==> config.mk <==
export PLATFORM = sky130hd
export DESIGN_NAME = dmem_access_ctrl
export DESIGN_NICKNAME = d
export VERILOG_FILES = /design/src/rtl/dmem_access_ctrl.sv
export SDC_FILE = /design/constraint.sdc
export NUM_CORES = 1
export LEC_CHECK = 0
export ABC_CLOCK_PERIOD_IN_PS = 4850
export CAP_MARGIN = 40
export CORE_AREA = 2 2 123 65
export CTS_CLUSTER_DIAMETER = 30
export DETAILED_ROUTE_END_ITERATION = 6
export DIE_AREA = 0 0 125 67
export PLACE_DENSITY = 0.6
export SYNTH_ARGS = -nofsm -noshare
export SYNTH_HDL_FRONTEND = slang
export SYNTH_SLANG_ARGS = --single-unit
==> constraint.sdc <==
create_clock -name clk -period 4.85 [get_ports clk]
set_input_delay 0.485 -clock clk [delete_from_list [all_inputs] [get_ports clk]]
set_output_delay 0.485 -clock clk [all_outputs]
set_load 0.05 [all_outputs]
==> src/rtl/dmem_access_ctrl.sv <==
// Data-memory initiator: one load/store at a time over valid/ready, with setup/strobe/hold
// sequencing toward an 8-bit memory, an address range check and saturating access counters.
module dmem_access_ctrl #(
  parameter int MEM_DEPTH = 10,
  parameter int CNT_W     = 8
) (
  input  logic             clk,
  input  logic             reset,
  input  logic             req_valid,
  output logic             req_ready,
  input  logic             req_write,
  input  logic [7:0]       req_addr,
  input  logic [7:0]       req_wdata,
  output logic             rsp_valid,
  input  logic             rsp_ready,
  output logic [7:0]       rsp_rdata,
  output logic             rsp_err,
  output logic [7:0]       mem_address,
  output logic [7:0]       mem_write_data,
  output logic             mem_read,
  output logic             mem_write,
  input  logic [7:0]       mem_read_data,
  output logic [CNT_W-1:0] rd_count,
  output logic [CNT_W-1:0] wr_count,
  output logic [CNT_W-1:0] err_count
);

  typedef enum logic [2:0] {
    IDLE, RD_SETUP, RD_CAPT, WR_SETUP, WR_STROBE, WR_HOLD, RESP
  } state_t;

  localparam logic [8:0]       DEPTH9  = 9'(MEM_DEPTH);
  localparam logic [CNT_W-1:0] CNT_MAX = '1;

  state_t           state_q;
  logic             req_ready_q, rsp_valid_q, rsp_err_q, last_write_q;
  logic             mem_read_q, mem_write_q;
  logic [7:0]       rsp_rdata_q, mem_address_q, mem_write_data_q;
  logic [CNT_W-1:0] rd_count_q, wr_count_q, err_count_q;
  logic             addr_ok;

  assign addr_ok = ({1'b0, req_addr} < DEPTH9);

  // Address and write data are loaded at accept and then left untouched until the next
  // accepted request, so they are stable around the single-cycle write strobe.
  always_ff @(posedge clk) begin
    if (reset) begin
      state_q          <= IDLE;
      req_ready_q      <= 1'b1;
      rsp_valid_q      <= 1'b0;
      rsp_err_q        <= 1'b0;
      rsp_rdata_q      <= '0;
      last_write_q     <= 1'b0;
      mem_address_q    <= '0;
      mem_write_data_q <= '0;
      mem_read_q       <= 1'b0;
      mem_write_q      <= 1'b0;
      rd_count_q       <= '0;
      wr_count_q       <= '0;
      err_count_q      <= '0;
    end else begin
      case (state_q)
        IDLE: begin
          if (req_valid) begin
            req_ready_q  <= 1'b0;
            last_write_q <= req_write;
            if (!addr_ok) begin
              state_q     <= RESP;
              rsp_valid_q <= 1'b1;
              rsp_err_q   <= 1'b1;
              rsp_rdata_q <= '0;
              if (err_count_q != CNT_MAX) err_count_q <= err_count_q + 1'b1;
            end else if (req_write) begin
              state_q          <= WR_SETUP;
              mem_address_q    <= req_addr;
              mem_write_data_q <= req_wdata;
            end else begin
              state_q       <= RD_SETUP;
              mem_address_q <= req_addr;
              mem_read_q    <= 1'b1;
            end
          end
        end
        RD_SETUP: state_q <= RD_CAPT;
        RD_CAPT: begin
          state_q     <= RESP;
          mem_read_q  <= 1'b0;
          rsp_rdata_q <= mem_read_data;
          rsp_err_q   <= 1'b0;
          rsp_valid_q <= 1'b1;
        end
        WR_SETUP: begin
          state_q     <= WR_STROBE;
          mem_write_q <= 1'b1;
        end
        WR_STROBE: begin
          state_q     <= WR_HOLD;
          mem_write_q <= 1'b0;
        end
        WR_HOLD: begin
          state_q     <= RESP;
          rsp_rdata_q <= '0;
          rsp_err_q   <= 1'b0;
          rsp_valid_q <= 1'b1;
        end
        RESP: begin
          if (rsp_ready) begin
            state_q     <= IDLE;
            rsp_valid_q <= 1'b0;
            req_ready_q <= 1'b1;
            // Rejected requests were already counted when they were accepted.
            if (!rsp_err_q) begin
              if (last_write_q) begin
                if (wr_count_q != CNT_MAX) wr_count_q <= wr_count_q + 1'b1;
              end else begin
                if (rd_count_q != CNT_MAX) rd_count_q <= rd_count_q + 1'b1;
              end
            end
          end
        end
        default: begin
          state_q     <= IDLE;
          req_ready_q <= 1'b1;
          rsp_valid_q <= 1'b0;
          mem_read_q  <= 1'b0;
          mem_write_q <= 1'b0;
        end
      endcase
    end
  end

  assign req_ready      = req_ready_q;
  assign rsp_valid      = rsp_valid_q;
  assign rsp_rdata      = rsp_rdata_q;
  assign rsp_err        = rsp_err_q;
  assign mem_address    = mem_address_q;
  assign mem_write_data = mem_write_data_q;
  assign mem_read       = mem_read_q;
  assign mem_write      = mem_write_q;
  assign rd_count       = rd_count_q;
  assign wr_count       = wr_count_q;
  assign err_count      = err_count_q;

endmodule

# Word level (Yosys, flattened, before mapping)
# Cells that the tools add are included.
[totals]
register_bits = 57
output_inout_bits = 53
[op_classes]
n_lt_le_gt_ge = 1
bitwise = 6
reduce_logical = 20
n_addsub = 3
muxes = 21
eq_ne = 14
[ops]
columns = ["op", "n"]
rows = [
  ["$add 8x1->8 const B", 3],
  ["$ne 8x8->1 const B", 3],
  ["$pmux 8 s3", 1],
  ["$pmux 3 s6", 1],
  ["$mux 8", 2],
  ["$reduce_and 4->1", 4],
  ["$reduce_or 5->1", 3],
  ["$reduce_and 3->1", 4],
  ["$ne 2x2->1 const B", 5],
  ["$reduce_and 5->1", 2],
  ["$eq 3x3->1 const B", 3],
  ["$mux 3", 3],
  ["$lt 8x4->1 const B", 1],
  ["$mux 1", 8],
  ["$eq 3x2->1 const B", 2],
  ["$not 1->1", 6],
  ["$pmux 1 s2", 3],
  ["$pmux 1 s4", 1],
  ["$reduce_and 2->1", 2],
  ["$eq 3x1->1 const B", 1],
  ["$logic_not 3->1", 1],
  ["$pmux 1 s3", 1],
  ["$reduce_bool 3->1", 1],
  ["$reduce_or 3->1", 1],
  ["other kinds (3)", 3],
]

# Longest topological paths before layout
[logic_depth]
ltp_word = 4
depth_mapped = 6
mapped_depth_nobuf = 5

# Worst setup path after synthesis
# OpenSTA, ideal clock, no wires.
[synth_timing]
kind = "register -> register"
startpoint = "reg rd_count_q[2], in the netlist rd_count[2]"
endpoint = "reg rd_count_q[7], in the netlist rd_count[7]"
arrival_ns = 1.885
required_ns = 4.780
path_stages_with_launch = 5
synth_period_minus_slack_ns = 1.955
setup_slack_ns = 2.895
cell_sequence = "dfxtp_1 > nand3_1 > or4_1 > or3_1 > a21oi_1"
[synth_between]
elab_chain_len = 2
elab_cells_between_ends = 3
cone_classes = "add/sub: 1; eq/ne: 1; reduce/logical: 1"
[synth_rtl]
columns = ["element", "line", "rtl"]
rows = [
  ["from (decl)", "39", "logic [CNT_W-1:0] rd_count_q, wr_count_q, err_count_q;"],
  ["from (signal assigned)", "116", "if (rd_count_q != CNT_MAX) rd_count_q <= rd_count_q + 1'b1;"],
  ["parallel branches: the longest is 2 deep, another holds $add 8x1->8", "-", ""],
]
# Several ways; the timed one is not identified.
# A chain may end at the register's enable or synchronous reset.

# Worst setup path in the final report
[layout_timing]
startpoint = "in req_valid"
endpoint = "reg err_count_q[4], in the netlist err_count[4]"
[layout_between]
elab_chain_len = 1
[layout_rtl]
columns = ["element", "line", "rtl"]
rows = [
  ["from (decl)", "9", "input logic req_valid,"],
  ["$reduce_and 4->1 (no source line)", "-", ""],
  ["to (signal assigned)", "72", "if (err_count_q != CNT_MAX) err_count_q <= err_count_q + 1'b1;"],
  ["to (decl)", "39", ""],
]
# No other way between the ends.

==> flow_summary.ini <==
[clock_tree]
cts.sinks = 57
cts_buffers = 9
postCtsSetupBuffers = 0
h-tree-depth = 3
cts_root_buffer = clkbuf_16
holdBufCountCts = 0
post_cts_resized = 0
clockBufferDepth = 2
cts_tree = done
clock_latency_ns = 0.33
cts.clk_slew.worst_paths_ns = 0.05

[die]
io_pins = 82
fp.coreArea_mm2 = 0.00721
initial_core_util = 0.348
dieHeight_um = 67
die-area_mm2 = 0.00838
die_w_um = 125
std_cell_rows = 22

[global_routing]
grt_overflow = 0
antenna_found_initial = 0
grt_pass1_wl_um = 10900
grt_max_degree = 36
grt_usage = 0.163
grt_pass1_vias = 2255

[sta]
max_slew_margin = 0.531
min_period_over_period = 0.479
max_slew.worst_pin.slew_ns = 0.703
setup_tns_ns = 0
fmax_mhz = 431
rsz0062_at_grt = no
finClkSkew_ns = 0.00768
worst_slack_ns = 2.53
setup_viol = 0
period_needed_ns = 2.32
finalMaxSlewViolations = 0
finalHoldViolCount = 0

[placed_design]
preCtsSetupSlack_ns = 2.20
place_area_mm2 = 0.00341
dp_hpwl_um = 4690
portBuffers = 81
place_congestion = 0.777
dp_cells = 448

[logic_synthesis]
yosysSeqAreaShare = 0.454
synth_area_mm2 = 0.00251
synthesis.nets = 314
syn_area_per_cell_um2 = 8.91
postSynthCellCount = 282
ys.flop_type = dfxtp_1
ys_async_sr_fraction = 0
synth_warnings = 0
ys_seq_elements = 57
synth-edff-count = 0
ys_types = 46

[detailed_routing]
wirelength_um = 6590
post-route-drc-count = 0
drt-initial-drc-count = 110
routed_via_density = 5.30
wl_per_cell_um = 14.2
antenna_left = 0
drt_pre_antenna_iters = 4
vias = 2457

[layout]
n_antenna_cell = 0
final_nets = 395
seqCellArea_mm2 = 0.00114
drive_above_1_share = 0.0761
fillCellCount = 670
final_common_cell = clkdlybuf4s50_1
layout_common_cells = clkdlybuf4s50_1, dfxtp_1, nor2_1, a21oi_1, nand2_1
fin_area_mm2 = 0.00376
syn_to_final_growth_pct = 49.5
multi_input_area_mm2 = 0.00129
instances_no_fill = 464

[power_and_ir_drop]
leakage_nw = 1.40
clkPwrFrac = 0.460
pwr-share-comb = 0.194
seq_power_share = 0.346
p_int_mw = 1.12
p_sw_frac = 0.292
ir_drop_uv = 129
p_sw_uw = 463
power_density_mw_per_mm2 = 422

[critical_path]
r2r_start = state_q[2]$_SDFFE_PP0P_
start_kind = input port
rrSetupSlack_ns = 2.72
worst-path-max-fanout = 15
timing.rr.end = err_count[4]$_SDFFE_PP0P_
worstSetupPathType = in -> reg
worst_setup_path_end_kind = register
crit_required_ns = 5.11
reg2reg_depth = 5
worst-endpoint-arrival_ns = 2.58

[job]
drv_cap = 0

[min_path]
hold_class = reg -> reg
worstHoldEndpoint = req_ready$_SDFFE_PP1P_
whs_path_depth = 2
min_from = req_ready$_SDFFE_PP1P_

[outcome]
outcome = complete, no violations
[logic make-up after synthesis]
family                   after synthesis  share of synthesized area
AND/OR/NAND/NOR                      115                      0.256
AO/OA/AOI/OAI                         71                      0.179
flip-flops                            57                      0.454
buffers and inverters                 20                     0.0319
multiplexers                          16                     0.0642
adder cells (fa/ha/maj)                3                     0.0149
[cell usage after synthesis, drive strengths merged (3+ instances only)]
cell type / n / area [µm²]
ha: 3 / 37.5
mux2i: 15 / 150
nand2: 16 / 60.1
nor3: 6 / 30.0
or4: 6 / 45.0
nand3: 11 / 55.1
o21ai: 16 / 80.1
or3: 12 / 75.1
inv: 7 / 26.3
a32oi: 8 / 70.1
o31ai: 6 / 45.0
dfxtp: 57 / 1140
nor2: 33 / 124
nor4: 3 / 25.0
and3: 7 / 43.8
clkbuf: 9 / 33.8
buf: 4 / 20.0
nand4: 3 / 18.8
a21oi: 27 / 135
[worst max path at each step]
stage | start | end | cells after the start
floorplan | rd_count[2]$_SDFFE_PP0P_ | rd_count[7]$_SDFFE_PP0P_ | 4
global placement | req_addr[7] | err_count[5]$_SDFFE_PP0P_ | 5
detailed placement | req_valid | err_count[4]$_SDFFE_PP0P_ | 6
CTS | req_valid | err_count[4]$_SDFFE_PP0P_ | 6
global route | req_valid | err_count[4]$_SDFFE_PP0P_ | 6
finish | req_valid | err_count[4]$_SDFFE_PP0P_ | 6
[sequential cells by signal, summed over array words and instances (netlist names)]
register        cells
rsp_valid           1
err_count           8
mem_address         8
wr_count            8
rsp_rdata           8
mem_write           1
rsp_err             1
rd_count            8
mem_read            1
req_ready           1
last_write_q        1
mem_write_data      8
state_q             3
[final cells by class]
class | count | share of cell area
clock buffer | 9 | 0.0600
clock inverter | 7 | 0.0316
inverter | 7 | 0.00700
multi-input combinational | 205 | 0.344
sequential | 57 | 0.304
tap | 96 | 0.0320
timing repair buffer | 83 | 0.222
[power groups by stage]
| stage | clock network [mW] | registers [mW] | logic, mW |
|---|---|---|---|
| detailed placement | 0 | 0.558 | 0.310 |
| global placement | 0 | 0.557 | 0.300 |
| CTS | 0.742 | 0.548 | 0.310 |
| finish | 0.728 | 0.549 | 0.308 |
| floorplan | 0 | 0.612 | 0.150 |
| global route | 0.769 | 0.556 | 0.333 |
[worst max-delay path: stages]
cell and delay, ns:
clkdlybuf4s50_1 0.57, nor4b_2 0.38, o21ai_1 0.24, buf_4 0.24, or4_1 0.51, a21oi_1 0.15
[through the flow]
stage	total power, mW	util	hold slack (ns)
final	1.59	0.521	0.450
after global routing	1.66	0.521	0.489
after CTS	1.60	0.521	0.450
after detailed placement	0.868	0.473	0.444
after global placement	0.858	0.469	0.434
after floorplan	0.761	-	0.445
[metal layers]
metal / GRT usage / wire length (µm)
met1: 0.193 / 3070
met2: 0.272 / 3020
met3: 0.0635 / 453
met4: 0.0639 / 46
met5: 0 / 0
Note: power is estimated with default switching activity, not from simulation.
